## src/rtl/uart_api_pkg.sv

```systemverilog
// Shared types and helpers for the UART API transmit path.
// Provides bit-timing helper, word type and serialiser state encoding.
package uart_api_pkg;

    localparam int BYTES_PER_WORD = 4;

    typedef logic [31:0] word_t;

    typedef enum logic [1:0] {
        IDLE,
        START,
        DATA,
        STOP
    } tx_state_t;

    function automatic int clks_per_bit(input int clk_freq, input int baud);
        return clk_freq / baud;
    endfunction

endpackage

```

## src/rtl/uart_api_tx_if.sv

```systemverilog
// Packet request handshake between a host-side producer and uart_api_tx.
// master drives valid/header/words; slave (the framer) drives ready.
interface uart_api_tx_if #(
    parameter int NUM_WORDS = 4
);
    import uart_api_pkg::*;

    logic                       i_valid;
    logic                       o_ready;
    word_t                      i_header;
    logic [NUM_WORDS-1:0][31:0] i_words;

    modport master (
        output i_valid,
        output i_header,
        output i_words,
        input  o_ready
    );

    modport slave (
        input  i_valid,
        input  i_header,
        input  i_words,
        output o_ready
    );

endinterface

```

## src/rtl/uart_tx_byte.sv

```systemverilog
// Single-byte 8N1 serialiser: start bit, 8 data bits LSB first, stop bit.
// Ports: i_byte/i_start load a byte, o_tx line, o_byte_done in last stop cycle.
module uart_tx_byte
    import uart_api_pkg::*;
#(
    parameter int CLKS_PER_BIT = 108
) (
    input  logic       i_clk,
    input  logic       i_rst_n,
    input  logic [7:0] i_byte,
    input  logic       i_start,
    output logic       o_tx,
    output logic       o_byte_done
);

    localparam int TW = (CLKS_PER_BIT > 2) ? $clog2(CLKS_PER_BIT) : 1;
    localparam logic [TW-1:0] LAST_TICK = TW'(CLKS_PER_BIT - 1);

    if (CLKS_PER_BIT < 2) begin : g_bad_cpb
        $error("CLKS_PER_BIT must be at least 2");
    end

    tx_state_t     state_q, state_d;
    logic [TW-1:0] timer_q, timer_d;
    logic [2:0]    bit_q, bit_d;
    logic [7:0]    shift_q, shift_d;
    logic          tx_q, tx_d;
    logic          tick;

    assign tick = (timer_q == LAST_TICK);

    always_ff @(posedge i_clk or negedge i_rst_n) begin
        if (!i_rst_n) begin
            state_q <= IDLE;
            timer_q <= '0;
            bit_q   <= '0;
            shift_q <= '0;
            tx_q    <= 1'b1;
        end else begin
            state_q <= state_d;
            timer_q <= timer_d;
            bit_q   <= bit_d;
            shift_q <= shift_d;
            tx_q    <= tx_d;
        end
    end

    always_comb begin
        state_d = state_q;
        unique case (state_q)
            IDLE:  if (i_start) state_d = START;
            START: if (tick) state_d = DATA;
            DATA:  if (tick && bit_q == 3'd7) state_d = STOP;
            STOP:  if (tick) state_d = i_start ? START : IDLE;
            default: state_d = IDLE;
        endcase
    end

    // A start request in the last stop cycle chains the next byte
    // with no idle time on the line.
    always_comb begin
        timer_d = timer_q;
        bit_d   = bit_q;
        shift_d = shift_q;
        tx_d    = tx_q;
        if (state_q != IDLE) begin
            timer_d = tick ? '0 : timer_q + 1'b1;
        end
        unique case (state_q)
            IDLE: begin
                timer_d = '0;
                if (i_start) begin
                    shift_d = i_byte;
                    tx_d    = 1'b0;
                end
            end
            START: begin
                if (tick) begin
                    tx_d    = shift_q[0];
                    shift_d = shift_q >> 1;
                    bit_d   = '0;
                end
            end
            DATA: begin
                if (tick) begin
                    if (bit_q == 3'd7) begin
                        tx_d  = 1'b1;
                        bit_d = '0;
                    end else begin
                        tx_d    = shift_q[0];
                        shift_d = shift_q >> 1;
                        bit_d   = bit_q + 1'b1;
                    end
                end
            end
            STOP: begin
                if (tick) begin
                    if (i_start) begin
                        shift_d = i_byte;
                        tx_d    = 1'b0;
                    end else begin
                        tx_d = 1'b1;
                    end
                end
            end
            default: ;
        endcase
    end

    assign o_tx        = tx_q;
    assign o_byte_done = (state_q == STOP) && tick;

endmodule

```

## src/rtl/uart_api_tx.sv

```systemverilog
// Packet framer: header + NUM_WORDS words sent MSB byte first as 8N1 bytes.
// Ports: api (valid/ready/header/words), o_tx line, o_busy, o_done pulse.
module uart_api_tx
    import uart_api_pkg::*;
#(
    parameter int CLK_FREQ   = 100_000_000,
    parameter int BAUD       = 921600,
    parameter int NUM_WORDS  = 4,
    parameter int WORD_WIDTH = 32
) (
    input  logic          i_clk,
    input  logic          i_rst_n,
    uart_api_tx_if.slave  api,
    output logic          o_tx,
    output logic          o_busy,
    output logic          o_done
);

    localparam int CLKS_PER_BIT = clks_per_bit(CLK_FREQ, BAUD);
    localparam int TOTAL_BYTES  = BYTES_PER_WORD * (NUM_WORDS + 1);
    localparam int BUF_W        = 8 * TOTAL_BYTES;
    localparam int IDX_W        = $clog2(TOTAL_BYTES);
    localparam logic [IDX_W-1:0] LAST_IDX = IDX_W'(TOTAL_BYTES - 1);

    if (WORD_WIDTH != 32) begin : g_bad_width
        $error("WORD_WIDTH must be 32");
    end
    if (NUM_WORDS < 1) begin : g_bad_words
        $error("NUM_WORDS must be at least 1");
    end

    logic             busy_q, busy_d;
    logic             start_q, start_d;
    logic [IDX_W-1:0] idx_q, idx_d;
    logic [BUF_W-1:0] buf_q, buf_d;
    logic [BUF_W-1:0] packet;

    logic       ready;
    logic       accept;
    logic       load;
    logic       chain;
    logic       next_byte;
    logic       finish;
    logic       last;
    logic       done;
    logic       byte_done;
    logic       ser_start;
    logic [7:0] ser_byte;

    always_comb begin
        packet = '0;
        packet[BUF_W-1 -: 32] = api.i_header;
        for (int i = 0; i < NUM_WORDS; i++) begin
            packet[BUF_W-1-32*(i+1) -: 32] = api.i_words[i];
        end
    end

    assign last      = (idx_q == LAST_IDX);
    assign done      = byte_done && last;
    assign ready     = !busy_q || done;
    assign accept    = api.i_valid && ready;
    assign load      = accept && !busy_q;
    // Accept during the final stop cycle hands the first byte straight
    // to the serialiser so the next start bit follows without a gap.
    assign chain     = accept && busy_q;
    assign finish    = done && !accept;
    assign next_byte = byte_done && !last;

    assign ser_start = start_q || next_byte || chain;
    assign ser_byte  = chain ? api.i_header[31:24] : buf_q[BUF_W-1 -: 8];

    always_ff @(posedge i_clk or negedge i_rst_n) begin
        if (!i_rst_n) begin
            busy_q  <= 1'b0;
            start_q <= 1'b0;
            idx_q   <= '0;
            buf_q   <= '0;
        end else begin
            busy_q  <= busy_d;
            start_q <= start_d;
            idx_q   <= idx_d;
            buf_q   <= buf_d;
        end
    end

    // The buffer shifts whenever the serialiser takes its top byte.
    always_comb begin
        busy_d  = busy_q;
        start_d = 1'b0;
        idx_d   = idx_q;
        buf_d   = buf_q;
        unique case (1'b1)
            load: begin
                busy_d  = 1'b1;
                start_d = 1'b1;
                idx_d   = '0;
                buf_d   = packet;
            end
            chain: begin
                idx_d = '0;
                buf_d = packet << 8;
            end
            next_byte: begin
                idx_d = idx_q + 1'b1;
                buf_d = buf_q << 8;
            end
            start_q: begin
                buf_d = buf_q << 8;
            end
            finish: begin
                busy_d = 1'b0;
                idx_d  = '0;
            end
            default: ;
        endcase
    end

    uart_tx_byte #(
        .CLKS_PER_BIT(CLKS_PER_BIT)
    ) u_byte (
        .i_clk      (i_clk),
        .i_rst_n    (i_rst_n),
        .i_byte     (ser_byte),
        .i_start    (ser_start),
        .o_tx       (o_tx),
        .o_byte_done(byte_done)
    );

    assign api.o_ready = ready;
    assign o_busy      = busy_q && !done;
    assign o_done      = done;

endmodule

```

## src/flat_wrapper.sv

```systemverilog
// flat-port wrapper written by rule: the top's interface ports become plain ports
module uart_api_tx_flat import uart_api_pkg::*;
#(
    parameter int CLK_FREQ   = 100_000_000,
    parameter int BAUD       = 921600,
    parameter int NUM_WORDS  = 4,
    parameter int WORD_WIDTH = 32
)
  (i_clk, i_rst_n, o_tx, o_busy, o_done, api_i_valid, api_i_header, api_i_words, api_o_ready);
  uart_api_tx_if #(.NUM_WORDS(NUM_WORDS)) api_i ();
  input  logic i_clk;
  input  logic i_rst_n;
  output logic o_tx;
  output logic o_busy;
  output logic o_done;
  input wire logic [$bits(api_i.i_valid)-1:0] api_i_valid;
  input wire logic [$bits(api_i.i_header)-1:0] api_i_header;
  input wire logic [$bits(api_i.i_words)-1:0] api_i_words;
  output wire logic [$bits(api_i.o_ready)-1:0] api_o_ready;
  assign api_i.i_valid = api_i_valid;
  assign api_i.i_header = api_i_header;
  assign api_i.i_words = api_i_words;
  assign api_o_ready = api_i.o_ready;
  uart_api_tx #(.CLK_FREQ(CLK_FREQ), .BAUD(BAUD), .NUM_WORDS(NUM_WORDS), .WORD_WIDTH(WORD_WIDTH)) u_core (.i_clk(i_clk), .i_rst_n(i_rst_n), .api(api_i), .o_tx(o_tx), .o_busy(o_busy), .o_done(o_done));
endmodule
```

## config.mk

```make
export PLATFORM = sky130hd
export DESIGN_NAME = uart_api_tx_flat
export DESIGN_NICKNAME = d
export VERILOG_FILES = /design/src/rtl/uart_api_pkg.sv /design/src/rtl/uart_api_tx_if.sv /design/src/rtl/uart_tx_byte.sv /design/src/rtl/uart_api_tx.sv /design/src/flat_wrapper.sv
export SDC_FILE = /design/constraint.sdc
export NUM_CORES = 1
export LEC_CHECK = 0
export CORE_MARGIN = 4
export CORE_UTILIZATION = 40
export DETAILED_ROUTE_END_ITERATION = 7
export PLACE_DENSITY = 0.74
export SKIP_LAST_GASP = 1
export SLEW_MARGIN = 20
export SYNTH_ARGS = -nofsm -noshare
export SYNTH_HDL_FRONTEND = slang
export SYNTH_SLANG_ARGS = --single-unit
```

## constraint.sdc

```tcl
create_clock -name i_clk -period 4 [get_ports i_clk]
set_input_delay 0.8 -clock i_clk [delete_from_list [all_inputs] [get_ports i_clk]]
set_output_delay 0.8 -clock i_clk [all_outputs]
set_load 0.01 [all_outputs]
```

==> summary.md <==
| Metric | Value |
|---|---|
| Status | completed |
| First-pass GRT wire length | between 40 and 50 mm |
| DR iter-0 viols | around 1100 |
| Post-synth ARST share | 100% |
| Yosys top cell by area | dfrtp_1 |
| Vias in the first global route | around 9000 |
| Via count | approximately 9400 |
| CTS root buf | clkbuf_16 |
| Clock sink count | between 150 and 200 |
| Post-synthesis simple-gate area fraction | 23.5% |
| Crit end category | output port |
| Post-synthesis compound-gate area fraction | around a fifth |
| Util after Layout | between 50 and 60% |
| Sequential area share after synthesis | between 40% and 50% |
| Port-buffer cells | between 150 and 200 |
| H-tree depth | 4 |
| Mapped Area | 9680 um^2 |
| Worst Hold Class | input port to async pin |
| Setup TNS Final | 0 ns |
| Via density | approximately 5.7 |
| Cells after Synth | roughly 1200 |
| Largest net degree at the start of global routing | 153 |
| WL/cell | 17.1 um |
| Post-CTS Setup Inserts | 0 |
| Final setup fails | 0 |
| Slew margin rel. | around 48% |
| CTS Buf Count | 17 |
| Worst reg-to-reg setup slack | ~1.5 ns |
| Crit-path max FO | 7 |
| Longest Clk Path Bufs | 2 |
| Initial Util | 41.0% |
| Worst-Margin Slew | approximately 0.79 ns |
| Final period util | between 70% and 80% |
| Rows | 56 |
| DP Wirelength | about 18 mm |
| RSZ-0062 raised after global routing | false |
| Synthesis-stage register bit count | ~190 |
| # hold bufs at CTS | 0 |
| First-pass DRT Iterations | 5 |
| Chip Width | roughly 160 um |
| Fmax | around 0.32 GHz |
| Clk_lat worst skew | roughly 0.43 ns |
| Share of cells above drive strength 1 | just under 5% |
| CP Data Arrival Time | 2.30 ns |
| Top post-synthesis cells by area | dfrtp_1 48%, nand2_1 13%, a31oi_1 10% |
| Lkg Pwr | 4.29 nW |
| Startpoint class of the critical path | flop |
| Max-slew violation count | 0 |
| Cell mode on critical path | nand2_1 |
| Critical path required time | roughly 3.2 ns |
| Synth unique cells | 50 |
| Die Y | approximately 160 um |
| Worst VDD drop | about 0.24 mV |
| CTS tree | built |
| DRT Wirelength | roughly 28 mm |
| Initial antenna violation count | 2 |
| Ant. Diodes | 0 |
| Endpoints failing hold | 0 |
| Post-Synth XOR/XNOR Area | less than 1% |
| Slowest stage delay, CP | 0.54 ns |
| Worst-path clk slew | 0.07 ns |
| FF-to-FF path depth | 7 |
| Syn avg cell area | slightly below 8 um^2 |
| Yosys warnings | 0 |
| Post-route ant nets | 0 |
| Total gr overflow | 0 |
| Period minus WS final | between 3 and 4 ns |
| Adder-cell share of the synthesized area | under 10% |
| CP Class | flop to output port |
| Largest family of logic cells by synthesized area | simple AND/OR/NAND/NOR gates |
| Post-CTS resize count | 0 |
| Post-Syn Nets | approximately 1400 |
| Final nets | 1500 |
| Area delta synth->final | 25.5% |
| Final Instance Count excl. Fillers | about 1700 |
| Slowest cell on the critical path | clkdlybuf4s50_1 |
| Reg-to-reg endpoint | u_core.buf_q[98] |
| Inst Count DP | between 1500 and 2000 |
| I/O pin cnt | about 170 |
| Cell Chain, Critical Path | ha_1 -> nand3_2 -> nor2_1 -> nand2_1 -> nand2_1 -> clkdlybuf4s50_1 |
| Layout Skew | 0.0114 ns |
| Primary flip-flop cell chosen by synthesis mapping | dfrtp_1 |
| EDFF count, synth | 0 |
| Maxcap violations | 0 |
| Total die area | 26700 um^2 |
| Post-synthesis mux area share | under 10% |
| Tot GR Track Use | a little over a fifth |
| DRC Markers | 0 |
| FF-to-FF Start | u_core.idx_q[0] |
| Placer Congestion | 0.832 |
| P per Cell Area | 340 nW/um^2 |
| Core area | 23600 um^2 |
| Yosys top cell area share | about half |
cell usage in the layout, fill, tap and decap left out, drive strengths merged, types with 3 or more instances in the layout:
| cell | n |
|---|---|
| xor2 | 3 |
| nand2b | 3 |
| o22ai | 8 |
| o21ai | 166 |
| a31oi | 154 |
| inv | 12 |
| buf | 14 |
| dfrtp | 187 |
| clkinv | 4 |
| ha | 9 |
| mux2 | 8 |
| nand3 | 7 |
| nor2b | 3 |
| nor3 | 29 |
| nor2 | 163 |
| clkdlybuf4s50 | 165 |
| nand2 | 339 |
| a21oi | 13 |
| clkbuf | 20 |
where the power goes:
part           switching (W)  internal [W]
Sequential         0.0000475       0.00198
Clock               0.000790      0.000973
Combinational       0.000144      0.000197
cells in the mapped netlist, types with 2 or more instances:
cell type and count:
buf_4 4, nor3b_1 2, mux2_2 6, buf_1 3
nor3_1 28, nor2b_1 3, buf_2 28, o21ai_2 2
mux2_1 2, a31oi_1 154, and3_1 2, ha_1 9
xnor2_1 2, nand3_1 5, o22ai_1 8, clkbuf_1 58
nand2b_1 3, o21ai_0 163, nor2_1 162, a21oi_1 13
xor2_1 3, nand2_1 339, a22o_1 2, o31ai_1 2
dfrtp_1 187, inv_1 7, nand3_2 2
flip-flops by register name, summed over array words and instances, names as in the netlist:
signal	count
u_core.buf_q	160
u_core.busy_q	1
u_core.idx_q	5
u_core.start_q	1
u_core.u_byte.bit_q	3
u_core.u_byte.o_tx	1
u_core.u_byte.shift_q	8
u_core.u_byte.state_q	2
u_core.u_byte.timer_q	7
worst max-delay path by stage:
stage	startpoint	end	slack, ns
after CTS	u_core.u_byte.timer_q[0]	api_o_ready	0.89
after floorplan	u_core.idx_q[0]	o_busy	1.94
after detailed placement	api_i_valid	u_core.buf_q[29]	1.00
final	u_core.u_byte.timer_q[0]	api_o_ready	0.90
after global placement	api_i_valid	u_core.buf_q[61]	1.08
after global routing	u_core.u_byte.state_q[1]	api_o_ready	0.74
stage by stage:
| step | setup WS, ns | hold WS (ns) | area, um^2 | power [W] |
|---|---|---|---|---|
| CTS | 0.888 | 0.432 | 12100 | 0.00417 |
| floorplan | 1.94 | 0.430 | 9680 | 0.00213 |
| global placement | 1.08 | 0.445 | 11500 | 0.00240 |
| global route | 0.737 | 0.452 | 12100 | 0.00428 |
| finish | 0.895 | 0.411 | 12100 | 0.00413 |
| detailed placement | 1.00 | 0.460 | 11500 | 0.00240 |
area by class of cell:
class	count	area [um^2]
sequential	188	4710
fill	2252	11500
timing repair buffer	180	1830
tap	319	399
clock buffer	19	453
inverter	7	26.3
clock inverter	13	155
multi-input combinational	934	4570
cell families after synthesis:
| family | after synthesis |
|---|---|
| fa+ha+maj | 9 |
| simple gates | 558 |
| xor+xnor | 5 |
| buf+inv | 100 |
| mux | 9 |
| flops | 188 |
| compound gates | 353 |
layer usage:
layer	routed length [um]	share of wire, %	track usage [%]
met3	1780	6.3	4.24
met1	12400	44	29.1
met4	468	1.7	5.22
met2	13700	48	33.4
met5	26	0.092	0
worst max-delay path: cells and delay by family, from the launching register on:
| family | cells | cell delay, ns |
|---|---|---|
| AND/OR/NAND/NOR | 4 | 0.72 |
| buffers and inverters | 1 | 0.54 |
| flip-flops | 1 | 0.37 |
| adder cells (fa/ha/maj) | 1 | 0.25 |
No activity file was read; power rests on OpenSTA's default activity.
